### config.mk
export PLATFORM = sky130hd
export DESIGN_NAME = video_pattern_gen
export DESIGN_NICKNAME = d
export VERILOG_FILES = /design/src/rtl/video_pkg.sv /design/src/rtl/video_timing_counter.sv /design/src/rtl/video_pattern_gen.sv
export SDC_FILE = /design/constraint.sdc
export NUM_CORES = 1
export LEC_CHECK = 0
export CORE_ASPECT_RATIO = 0.8
export CORE_MARGIN = 2
export CORE_UTILIZATION = 48
export DETAILED_ROUTE_END_ITERATION = 6
export PLACE_DENSITY_LB_ADDON = 0.25
export SKIP_LAST_GASP = 1
export SLEW_MARGIN = 20
export SYNTH_ARGS = -nofsm -noshare
export SYNTH_HDL_FRONTEND = slang
export SYNTH_SLANG_ARGS = --single-unit
### constraint.sdc
create_clock -name pixclk -period 2 [get_ports pixclk]
set_input_delay 0.4 -clock pixclk [delete_from_list [all_inputs] [get_ports pixclk]]
set_output_delay 0.4 -clock pixclk [all_outputs]
set_load 0.02 [all_outputs]
### src/rtl/video_pkg.sv
// Shared definitions for the video pattern generator: pattern modes, bar colours
// and the 640x480@60 timing preset (25 MHz pixel clock).
package video_pkg;

    typedef enum logic [1:0] {
        MODE_GRAD  = 2'd0,
        MODE_BARS  = 2'd1,
        MODE_CHECK = 2'd2,
        MODE_SOLID = 2'd3
    } mode_e;

    // Bar colours as {R,G,B} on/off masks, expanded to full channels at use.
    localparam logic [2:0] BAR_WHITE   = 3'b111;
    localparam logic [2:0] BAR_YELLOW  = 3'b110;
    localparam logic [2:0] BAR_CYAN    = 3'b011;
    localparam logic [2:0] BAR_GREEN   = 3'b010;
    localparam logic [2:0] BAR_MAGENTA = 3'b101;
    localparam logic [2:0] BAR_RED     = 3'b100;
    localparam logic [2:0] BAR_BLUE    = 3'b001;
    localparam logic [2:0] BAR_BLACK   = 3'b000;

    localparam int VGA640_PIXCLK_HZ = 25_000_000;
    localparam int VGA640_H_ACTIVE  = 640;
    localparam int VGA640_H_FP      = 16;
    localparam int VGA640_H_SYNC    = 96;
    localparam int VGA640_H_BP      = 48;
    localparam int VGA640_V_ACTIVE  = 480;
    localparam int VGA640_V_FP      = 10;
    localparam int VGA640_V_SYNC    = 2;
    localparam int VGA640_V_BP      = 33;

    function automatic int line_total(input int active, input int fp, input int sync, input int bp);
        return active + fp + sync + bp;
    endfunction

    function automatic logic [2:0] bar_color(input logic [2:0] idx);
        logic [2:0] c;
        case (idx)
            3'd0:    c = BAR_WHITE;
            3'd1:    c = BAR_YELLOW;
            3'd2:    c = BAR_CYAN;
            3'd3:    c = BAR_GREEN;
            3'd4:    c = BAR_MAGENTA;
            3'd5:    c = BAR_RED;
            3'd6:    c = BAR_BLUE;
            default: c = BAR_BLACK;
        endcase
        return c;
    endfunction

endpackage

### src/rtl/video_timing_counter.sv
// Horizontal/vertical raster counters with active, sync and frame-boundary decodes.
module video_timing_counter
    import video_pkg::*;
#(
    parameter int H_ACTIVE = VGA640_H_ACTIVE,
    parameter int H_FP     = VGA640_H_FP,
    parameter int H_SYNC   = VGA640_H_SYNC,
    parameter int H_BP     = VGA640_H_BP,
    parameter int V_ACTIVE = VGA640_V_ACTIVE,
    parameter int V_FP     = VGA640_V_FP,
    parameter int V_SYNC   = VGA640_V_SYNC,
    parameter int V_BP     = VGA640_V_BP,
    parameter int CNT_W    = 12
) (
    input  logic             pixclk,
    input  logic             rst_n,
    output logic [CNT_W-1:0] hcnt,
    output logic [CNT_W-1:0] vcnt,
    output logic             de_act,
    output logic             hs_act,
    output logic             vs_act,
    output logic             frame_end
);

    localparam int H_TOTAL = line_total(H_ACTIVE, H_FP, H_SYNC, H_BP);
    localparam int V_TOTAL = line_total(V_ACTIVE, V_FP, V_SYNC, V_BP);

    logic [CNT_W-1:0] hcnt_q, hcnt_d;
    logic [CNT_W-1:0] vcnt_q, vcnt_d;
    logic             h_last, v_last;

    always_comb begin
        h_last = (hcnt_q == CNT_W'(H_TOTAL - 1));
        v_last = (vcnt_q == CNT_W'(V_TOTAL - 1));
        hcnt_d = h_last ? '0 : hcnt_q + CNT_W'(1);
        vcnt_d = vcnt_q;
        if (h_last) begin
            vcnt_d = v_last ? '0 : vcnt_q + CNT_W'(1);
        end
    end

    always_ff @(posedge pixclk or negedge rst_n) begin
        if (!rst_n) begin
            hcnt_q <= '0;
            vcnt_q <= '0;
        end else begin
            hcnt_q <= hcnt_d;
            vcnt_q <= vcnt_d;
        end
    end

    assign hcnt      = hcnt_q;
    assign vcnt      = vcnt_q;
    assign de_act    = (hcnt_q < CNT_W'(H_ACTIVE)) && (vcnt_q < CNT_W'(V_ACTIVE));
    assign hs_act    = (hcnt_q >= CNT_W'(H_ACTIVE + H_FP)) &&
                       (hcnt_q <  CNT_W'(H_ACTIVE + H_FP + H_SYNC));
    // vcnt only moves on the hcnt wrap, so vsync edges land there too.
    assign vs_act    = (vcnt_q >= CNT_W'(V_ACTIVE + V_FP)) &&
                       (vcnt_q <  CNT_W'(V_ACTIVE + V_FP + V_SYNC));
    assign frame_end = h_last && v_last;

endmodule

### src/rtl/video_pattern_gen.sv
// Video timing and test-pattern generator: gradient, colour bars, checkerboard or
// solid colour, with mode and colour latched once per frame.
module video_pattern_gen
    import video_pkg::*;
#(
    parameter int H_ACTIVE = VGA640_H_ACTIVE,
    parameter int H_FP     = VGA640_H_FP,
    parameter int H_SYNC   = VGA640_H_SYNC,
    parameter int H_BP     = VGA640_H_BP,
    parameter int V_ACTIVE = VGA640_V_ACTIVE,
    parameter int V_FP     = VGA640_V_FP,
    parameter int V_SYNC   = VGA640_V_SYNC,
    parameter int V_BP     = VGA640_V_BP,
    parameter bit HS_POL   = 1'b0,
    parameter bit VS_POL   = 1'b0,
    parameter int COLOR_W  = 8,
    parameter int CNT_W    = 12
) (
    input  logic                 pixclk,
    input  logic                 rst_n,
    input  logic [1:0]           mode,
    input  logic [3*COLOR_W-1:0] solid_rgb,
    output logic [COLOR_W-1:0]   red,
    output logic [COLOR_W-1:0]   green,
    output logic [COLOR_W-1:0]   blue,
    output logic                 hsync,
    output logic                 vsync,
    output logic                 de,
    output logic [CNT_W-1:0]     x,
    output logic [CNT_W-1:0]     y,
    output logic                 frame_start,
    output logic [7:0]           frame_cnt
);

    localparam int BAR_W = H_ACTIVE / 8;

    logic [CNT_W-1:0] hcnt, vcnt;
    logic             de_act, hs_act, vs_act, frame_end;

    video_timing_counter #(
        .H_ACTIVE (H_ACTIVE), .H_FP (H_FP), .H_SYNC (H_SYNC), .H_BP (H_BP),
        .V_ACTIVE (V_ACTIVE), .V_FP (V_FP), .V_SYNC (V_SYNC), .V_BP (V_BP),
        .CNT_W    (CNT_W)
    ) u_timing (
        .pixclk    (pixclk),
        .rst_n     (rst_n),
        .hcnt      (hcnt),
        .vcnt      (vcnt),
        .de_act    (de_act),
        .hs_act    (hs_act),
        .vs_act    (vs_act),
        .frame_end (frame_end)
    );

    mode_e                mode_q, mode_d;
    logic [3*COLOR_W-1:0] color_q, color_d;
    logic [7:0]           frame_cnt_q, frame_cnt_d;
    logic [3*COLOR_W-1:0] rgb_q, rgb_d;
    logic                 hsync_q, hsync_d, vsync_q, vsync_d, de_q, de_d;
    logic [CNT_W-1:0]     x_q, x_d, y_q, y_d;
    logic                 frame_start_q, frame_start_d;
    logic [2:0]           bar_idx, bar_c;
    logic [CNT_W-1:0]     xy_sum;

    always_comb begin
        mode_d      = mode_q;
        color_d     = color_q;
        frame_cnt_d = frame_cnt_q;
        if (frame_end) begin
            mode_d      = mode_e'(mode);
            color_d     = solid_rgb;
            frame_cnt_d = frame_cnt_q + 8'd1;
        end

        // Bar index = min(x / BAR_W, 7) via threshold compares.
        bar_idx = 3'd0;
        for (int k = 1; k < 8; k++) begin
            if (hcnt >= CNT_W'(k * BAR_W)) bar_idx = 3'(k);
        end
        bar_c  = bar_color(bar_idx);
        xy_sum = hcnt + vcnt;

        case (mode_q)
            MODE_GRAD:  rgb_d = {hcnt[COLOR_W-1:0], vcnt[COLOR_W-1:0], xy_sum[COLOR_W-1:0]};
            MODE_BARS:  rgb_d = {{COLOR_W{bar_c[2]}}, {COLOR_W{bar_c[1]}}, {COLOR_W{bar_c[0]}}};
            MODE_CHECK: rgb_d = (hcnt[4] ^ vcnt[4]) ? '1 : '0;
            MODE_SOLID: rgb_d = color_q;
            default:    rgb_d = '0;
        endcase
        if (!de_act) rgb_d = '0;

        hsync_d       = hs_act ? HS_POL : ~HS_POL;
        vsync_d       = vs_act ? VS_POL : ~VS_POL;
        de_d          = de_act;
        x_d           = hcnt;
        y_d           = vcnt;
        frame_start_d = (hcnt == '0) && (vcnt == '0);
    end

    always_ff @(posedge pixclk or negedge rst_n) begin
        if (!rst_n) begin
            mode_q        <= MODE_GRAD;
            color_q       <= '0;
            frame_cnt_q   <= '0;
            rgb_q         <= '0;
            hsync_q       <= ~HS_POL;
            vsync_q       <= ~VS_POL;
            de_q          <= 1'b0;
            x_q           <= '0;
            y_q           <= '0;
            frame_start_q <= 1'b0;
        end else begin
            mode_q        <= mode_d;
            color_q       <= color_d;
            frame_cnt_q   <= frame_cnt_d;
            rgb_q         <= rgb_d;
            hsync_q       <= hsync_d;
            vsync_q       <= vsync_d;
            de_q          <= de_d;
            x_q           <= x_d;
            y_q           <= y_d;
            frame_start_q <= frame_start_d;
        end
    end

    assign {red, green, blue} = rgb_q;
    assign hsync              = hsync_q;
    assign vsync              = vsync_q;
    assign de                 = de_q;
    assign x                  = x_q;
    assign y                  = y_q;
    assign frame_start        = frame_start_q;
    assign frame_cnt          = frame_cnt_q;

endmodule

== Word-level counts from Yosys, hierarchy flattened ==
Cells that the tools add are included.

* Flip-flop bits (word level): 110
* Input bits: 28
* Output and inout port bits: 60
* Logic and storage cells: 65

* Add/subtract/negate cells: 4
* Order comparisons: 13
* Equality and inequality tests: 11
* Multiplexer cells: 15
* Bitwise logic cells: 1
* Reductions and logical operators: 9

{| class="wikitable"
|+ Operators by type and width
! kind !! count
|-
| $pmux W24 S4 || 1
|-
| $ge A12 B9 Y1 const B || 4
|-
| $mux W24 || 2
|-
| $add A12 B1 Y12 const B || 2
|-
| $eq A12 B10 Y1 const B || 2
|-
| $ge A12 B10 Y1 const B || 2
|-
| $ge A12 B8 Y1 const B || 2
|-
| $logic_not A12 Y1 || 2
|-
| $lt A12 B10 Y1 const B || 2
|-
| $lt A12 B9 Y1 const B || 2
|-
| $mux W12 || 2
|-
| $pmux W3 S7 || 1
|-
| $mux W3 || 6
|-
| $ge A12 B7 Y1 const B || 1
|-
| $eq A3 B3 Y1 const B || 3
|-
| $add A8 B1 Y8 const B || 1
|-
| $add A8 B8 Y8 || 1
|-
| $eq A3 B2 Y1 const B || 2
|-
| $logic_and A1 B1 Y1 || 5
|-
| $eq A2 B2 Y1 const B || 2
|-
| $eq A3 B1 Y1 const B || 1
|-
| $logic_not A3 Y1 || 1
|-
| $mux W1 || 3
|-
| $eq A2 B1 Y1 const B || 1
|-
| 2 further kinds || 2
|}

== Logic depth before layout (Yosys ltp) ==
Gate-level depths: netlist (run 1).

* Depth after elaboration: 12
* Gate-level depth with buffers: 9
* Mapped depth without buffers: 8

== Modules after synthesis ==
A second synthesis (run 1) with hierarchy kept.

* Cell total of the unflattened synthesis: 472
* Area, all modules: 5,101.1 sq um

{| class="wikitable"
|+ Modules (own cells, without submodules)
! module !! times used !! cells an instance !! area each (sq um) !! seq. area each (sq um)
|-
| video_pattern_gen || 1 || 342 || 3,829.9 || 2,154.6
|-
| video_timing_counter || 1 || 130 || 1,271.2 || 600.6
|}

== Worst setup path after synthesis (run 1) ==
No wires, ideal clock.

* Path type: reg2reg
* Start point: register u_timing.hcnt_q[0] (netlist: u_timing.hcnt[0])
* End point: register rgb_q[6]
* Library setup time: 0.082 ns
* Arrival time: 1.875 ns
* Data required time: 1.918 ns
* Slack: 0.043 ns
* Stages on the path, launching flop included: 9
* Path buffers: 0
* Period minus slack after synthesis: 1.957 ns
* Cells stage by stage: dfrtp_1 > ha_1 > fa_1 > a211oi_1 > o21bai_1 > a21oi_1 > xnor2_1 > o21ai_0 > a31oi_1

* Longest elaborated chain between the ends: 12
* Elaborated cells between the ends (all ways): 27
* Those cells by class: 1 x add/sub; 8 x order compare; 6 x eq/ne; 10 x mux; 2 x reduce/logical

{| class="wikitable"
|+ Ends and longest elaborated chain
! what !! RTL line !! text
|-
| from (decl) || video_timing_counter.sv:28 || <nowiki>logic [CNT_W-1:0] hcnt_q, hcnt_d;</nowiki>
|-
| from (signal assigned) || video_timing_counter.sv:47 || <nowiki>hcnt_q <= hcnt_d;</nowiki>
|-
| $ge A12 B7 Y1 || video_pattern_gen.sv:78 || <nowiki>if (hcnt >= CNT_W'(k * BAR_W)) bar_idx = 3'(k);</nowiki>
|-
| $mux W1 || video_pattern_gen.sv:78 ||
|-
| $mux W3 (6 in series) || video_pattern_gen.sv:78 ||
|-
| $eq A3 B3 Y1, or another cell as far along || video_pkg.sv:38 || <nowiki>case (idx)</nowiki>
|-
| $pmux W3 S7 || video_pkg.sv:38 ||
|-
| $pmux W24 S4 || video_pattern_gen.sv:83 || <nowiki>case (mode_q)</nowiki>
|-
| $mux W24 (*) || video_pattern_gen.sv:90 || <nowiki>if (!de_act) rgb_d = '0;</nowiki>
|-
| via rgb_d[6] || video_pattern_gen.sv:58 || <nowiki>logic [3*COLOR_W-1:0] rgb_q, rgb_d;</nowiki>
|-
| to (signal assigned) || video_pattern_gen.sv:116 || <nowiki>rgb_q <= rgb_d;</nowiki>
|-
| to (decl) || video_pattern_gen.sv:58 ||
|}

The timed path passes the listed nets; every way through them passes the cells marked *.
A chain may end at the register's enable or synchronous reset.

== Worst setup path in the final report (run 1) ==
Same ends and word-level chain as after synthesis.

==> results.yml, run 1 <==
run_status:
  status: "finished, final reports clean"
cts:
  clk_pin_slew_worst_paths_ps: 70
  cts_htree_levels: 3
  cts_sinks: 110
  cts_tree: "yes"
  cts_root_buf: "clkbuf_16"
  cts_made_buffers: 9
  cts_buffer_depth: 2
  clock_latency_ps: 350
setup_path:
  critPathArrivalTime_ps: 2250
  crit_required_ps: 2270
  end_kind: "flip-flop"
  crit_type: "flip-flop to flip-flop"
  r2r_start: "u_timing.hcnt[0]"
  cp_max_fo: 2
  r2r_cells: 8
  start_kind: "flip-flop"
  critPathLaunch: "u_timing.hcnt[0]"
sta:
  max_freq_mhz: 505
  final-setup-viol-count: 0
  fin_crit_ps: 1980
  layout_setup_ws_ps: 18.3
  fin_crit_sh: 0.991
  rsz0062_at_grt: "yes"
  slew_violations: 0
  skew_ps: 6.80
  tightest_slew_ps: 583
  hold_violations: 0
  hold_ws_ps: 418
  relSlewSlack: 0.608
die:
  fp.dieW_um: 118
  rows: 33
  die_area_um2: 11200
  core_um2: 10200
  die_h_um: 94.9
  start_util: 0.488
  io_pins: 88
synth:
  syn_area_um2: 4950
  synth_cells: 489
  synth.most_common_cell: "nand2_1"
  syn-num-nets: 530
  synth_area_per_cell_um2: 10.1
  synth_top_area_cell: "dfrtp_1"
  ys_top_cells_by_count: "nand2_1 (118), dfrtp_1 (108), o21ai_0 (31), nor2_1 (23), a21oi_1 (22)"
  ys_types: 54
  synth_warnings: 0
  synth_async_sr_flop_share: 1.00
  synth.area.top_cells: "dfrtp_1 (55%), nand2_1 (8.9%), o21ai_0 (3.1%)"
  yosysTopAreaCellShare: 0.546
  ys.flop_type: "dfrtp_1"
  ys_seq_elements: 110
  synth_enable_flop_cells: 0
  yosysSeqAreaShare: 0.556
global_route:
  grt_first_pass_wirelength_um: 20000
  grt-ovfl-total: 0
  antenna_found_initial: 0
  grt_pass1_vias: 3871
  grt_max_degree: 41
  grt_usage: 0.231
worst_hold_path:
  hp-class: "flip-flop to flip-flop"
  hp-start: "u_timing.vcnt[5]"
  hold_depth: 0
route:
  wire_per_inst_um: 16.3
  ant_nets: 0
  drtIter0Drc: 396
  drc: 0
  wirelength_um: 12500
  vias: 4090
  firstDrtPassIters: 5
  vias_per_cell: 5.37
placed_design:
  portBuffers: 87
  gp_congestion: 0.941
  dpl.hpwl_um: 8920
  dp_cells: 737
  dpl_worst_slack_ps: 55.0
power:
  internal_power_mw: 3.39
  p_leak_nw: 3.00
  pwr-share-clk: 0.458
  total_power_mw: 4.29
  p_sw_mw: 0.899
  swShare: 0.210
  combPwrFrac: 0.024
  power_density_nw_per_um2: 636
  ir_drop_mv: 0.378
  seqPwrFrac: 0.518
layout:
  nFillCells: 823
  fin_nets: 658
  final_cells: 762
  drive_gt1_frac: 0.170
  antenna_cells: 0
  syn_to_final_growth_pct: 36.2
job:
  cap_violations: 0
logic make-up after synthesis:
family | Yosys count | synth area share
AOI/OAI and AO/OA | 87 | 0.109
xor gates and xnor gates | 26 | 0.0460
adders and majority gates | 14 | 0.0364
buffers and inverters | 36 | 0.0366
DFF | 110 | 0.556
muxes | 1 | 0.00227
and+or+nand+nor | 215 | 0.213
through the flow:
stage	cell area (µm²)	setup TNS, ps	util
5_1_grt	6740	-153	0.664
3_5_place_dp	6250	0	0.616
6_report	6740	0	0.664
3_3_place_gp	6250	0	0.616
4_1_cts	6590	0	0.649
2_1_floorplan	4950	0	-
path summary, 6_finish.rpt:
path,endpoint,slack [ps]
max,rgb_q[6],20
min,y[5],420
max reg2reg,rgb_q[6],20
min reg2reg,y[5],420
max in group asynchronous,color_q[16],860
min in group asynchronous,y[3],490
layout make-up:
cell class | instances | area, µm² | share of cell area
well taps | 140 | 175 | 0.0260
inverters | 10 | 37.5 | 0.00557
multi-input cells | 343 | 2090 | 0.310
flip-flops and latches | 110 | 2760 | 0.409
repair buffers | 143 | 1360 | 0.201
clock inverters | 7 | 103 | 0.0152
clock buffers | 9 | 225 | 0.0334
power groups by stage:
stage	clock network [mW]	logic, mW	registers, mW
after global routing	2.07	0.117	2.22
after floorplan	0	0.000578	2.27
after CTS	2.00	0.108	2.22
after detailed placement	0	0.105	2.27
after global placement	0	0.103	2.27
final	1.96	0.104	2.22
routing by layer:
| layer | vias to the layer above | GRT usage | wire length, µm |
|---|---|---|---|
| li1 | 1916 | - | - |
| met1 | 1984 | 0.316 | 5600 |
| met2 | 170 | 0.372 | 5790 |
| met3 | 20 | 0.0592 | 901 |
| met4 | 0 | 0.0633 | 170 |
| met5 | - | 0 | 0 |
critical path, stage by stage, from the launching register on:
cell	delay (ps)
dfrtp_1	400
ha_1	240
fa_1	410
a211oi_2	180
o21bai_1	90
a21oi_1	180
xnor2_1	130
o21ai_0	100
a31oi_1	170
state kept, by name, summed over array words and instances, names as in the netlist:
name and flops:
u_timing.hcnt 12, u_timing.vcnt 12, x 12, y 12
frame_cnt 8, vsync 1, rgb_q 24, de 1
hsync 1, mode_q 2, color_q 24, frame_start 1
cells in the final DEF (no fill, tap or decap), types with 12 or more instances in the layout:
master,count
nand3_1,15
clkdlybuf4s50_1,86
a21oi_1,22
o21ai_0,31
dfrtp_1,105
and2_1,12
xnor2_1,17
nand2_1,117
buf_4,48
nor2_1,23
repair_timing:
item	CTS	global route
gates resized for setup	0	24
hold buffers	1	0
hold endpoints to repair	22	0
endpoints found under the setup margin	0	45
buffers inserted	0	8
Power figures use the tool's default switching activity.
==> run 2: changes to the inputs <==
Settings changed: PLACE_DENSITY from default to 0.77, PLACE_DENSITY_LB_ADDON 0.25 to default.
==> run 2 against run 1 <==
Net effect: register-to-register slack better by 20 ps; sequential share of layout area grew 0.54 points; core utilization decreased by 0.84 points; combinational power barely moved; non-clock buffer count decreased by 4; total power decreased by 3.1%; wire length grew 1.0%; design area is 1.3% lower; flip-flop and latch count unchanged; critical path type unchanged; critical endpoint is now frame_cnt[3].
==> results.yml, run 2 (synthesized netlist as in run 1, its figures left out) <==
setup_path:
  timing.rr.end: "frame_cnt[3]"
  crit_required_ps: 2230
  critPathArrivalTime_ps: 2190
  r2r_start: "u_timing.vcnt[1]"
  start_kind: "flip-flop"
  crit_type: "flip-flop to flip-flop"
  r2r_cells: 9
  critPathLaunch: "u_timing.vcnt[1]"
  end_kind: "flip-flop"
  r2r_slack_ps: 40
  cp_max_fo: 7
global_route:
  grt-ovfl-total: 0
  grt_pass1_vias: 3929
  grt_first_pass_wirelength_um: 20000
  grt_usage: 0.232
  antenna_found_initial: 0
  grt_max_degree: 48
route:
  ant_nets: 0
  drc: 0
  wire_per_inst_um: 16.6
  firstDrtPassIters: 5
  wirelength_um: 12600
  vias: 4008
  vias_per_cell: 5.29
  drtIter0Drc: 334
run_status:
  status: "finished, final reports clean"
power:
  p_leak_nw: 2.93
  ir_drop_mv: 0.567
  power_density_nw_per_um2: 624
placed_design:
  dp_cells: 737
  gp_congestion: 0.902
  dpl.hpwl_um: 9210
  portBuffers: 87
layout:
  seq_area_um2: 2760
  nFillCells: 828
  drive_gt1_frac: 0.163
  antenna_cells: 0
  final_cell_mix: "nand2_1 (118), dfrtp_1 (104), clkdlybuf4s50_1 (86)"
  final_cells: 758
  fin_nets: 654
  syn_to_final_growth_pct: 34.4
  mostFrequentLayoutCell: "nand2_1"
  top_regs: "color_q (24), rgb_q (24)"
  utilization: 0.655
  multi_input_area_um2: 2070
die:
  core_um2: 10200
  rows: 33
  fp.dieW_um: 118
  start_util: 0.488
  io_pins: 88
  die_h_um: 94.9
  die_area_um2: 11200
sta:
  tightest_slew_ps: 397
  fin_crit_ps: 1960
  hold_violations: 0
  slew_violations: 0
  relSlewSlack: 0.735
  rsz0062_at_grt: "yes"
  skew_ps: 7.18
  fin_crit_sh: 0.980
  max_freq_mhz: 510
  final-setup-viol-count: 0
cts:
  clk_pin_slew_worst_paths_ps: 70
  cts_htree_levels: 3
  cts_sinks: 110
  cts_root_buf: "clkbuf_16"
  cts_made_buffers: 9
  clock_latency_ps: 350
  cts_buffer_depth: 2
  cts_tree: "yes"
job:
  cap_violations: 0
worst_hold_path:
  hp-class: "input pin to asynchronous set/reset pin"
## run 2: cell count changes in the layout (fill, tap and decap cells not counted), sizes merged
cell and change:
clkbuf +1, buf -4, clkinvlp +2, clkinv -1, inv -1, bufinv -1
## run 2: worst max-delay path by stage
stage                        to  slack (ps)  depth (start not counted)
6_report           frame_cnt[3]          40                          9
5_1_grt            frame_cnt[6]         -30                          9
4_1_cts                rgb_q[6]          10                          8
3_5_place_dp   u_timing.vcnt[0]          10                          7
3_3_place_gp           rgb_q[6]          70                          8
2_1_floorplan          rgb_q[6]          40                          8
## run 2: timing repair
item                       4_1_cts  5_1_grt
pin swaps                        1        5
buffers inserted                 2        2
hold buffers                     1        0
hold endpoints to repair        13        0
setup endpoints to repair        1       51
resized for setup                0       22
## run 2: power by group
| part | internal (mW) | switching, mW |
|---|---|---|
| Combinational | 0.0536 | 0.0489 |
| Clock | 1.01 | 0.820 |
| Sequential | 2.22 | 0 |
## run 2: per-stage QoR
step	setup WS [ps]	setup TNS [ps]	hold WS (ps)	total power [mW]	area [µm²]
2_1_floorplan	42.7	0	104	2.27	4950
3_3_place_gp	68.6	0	273	2.37	6240
3_5_place_dp	13.6	0	273	2.37	6240
4_1_cts	10.4	0	452	4.18	6570
5_1_grt	-32.7	-64.0	472	4.27	6660
6_report	39.9	0	451	4.16	6660
## run 2: metal layers
layer  vias up  global-route usage  share of wire
li1       1913                   -              -
met1      1946               0.327           0.48
met2       133               0.359           0.45
met3        16              0.0574          0.056
met4         0              0.0693          0.013
met5         -                   0              0
## run 2: final cells by class
type | count | share of cell area
sequential | 110 | 0.415
multi-input combinational | 343 | 0.311
timing repair buffer | 139 | 0.197
clock buffer | 10 | 0.0359
tap | 140 | 0.0263
clock inverter | 6 | 0.0101
inverter | 10 | 0.00564
## run 2: worst max-delay path, cell delays in order, from the launching register on
cell,delay [ps]
dfrtp_2,460
inv_2,80
ha_1,140
nor4b_4,240
buf_4,190
nand4_4,150
nor2_4,180
buf_6,150
nand4_1,110
xnor2_1,150
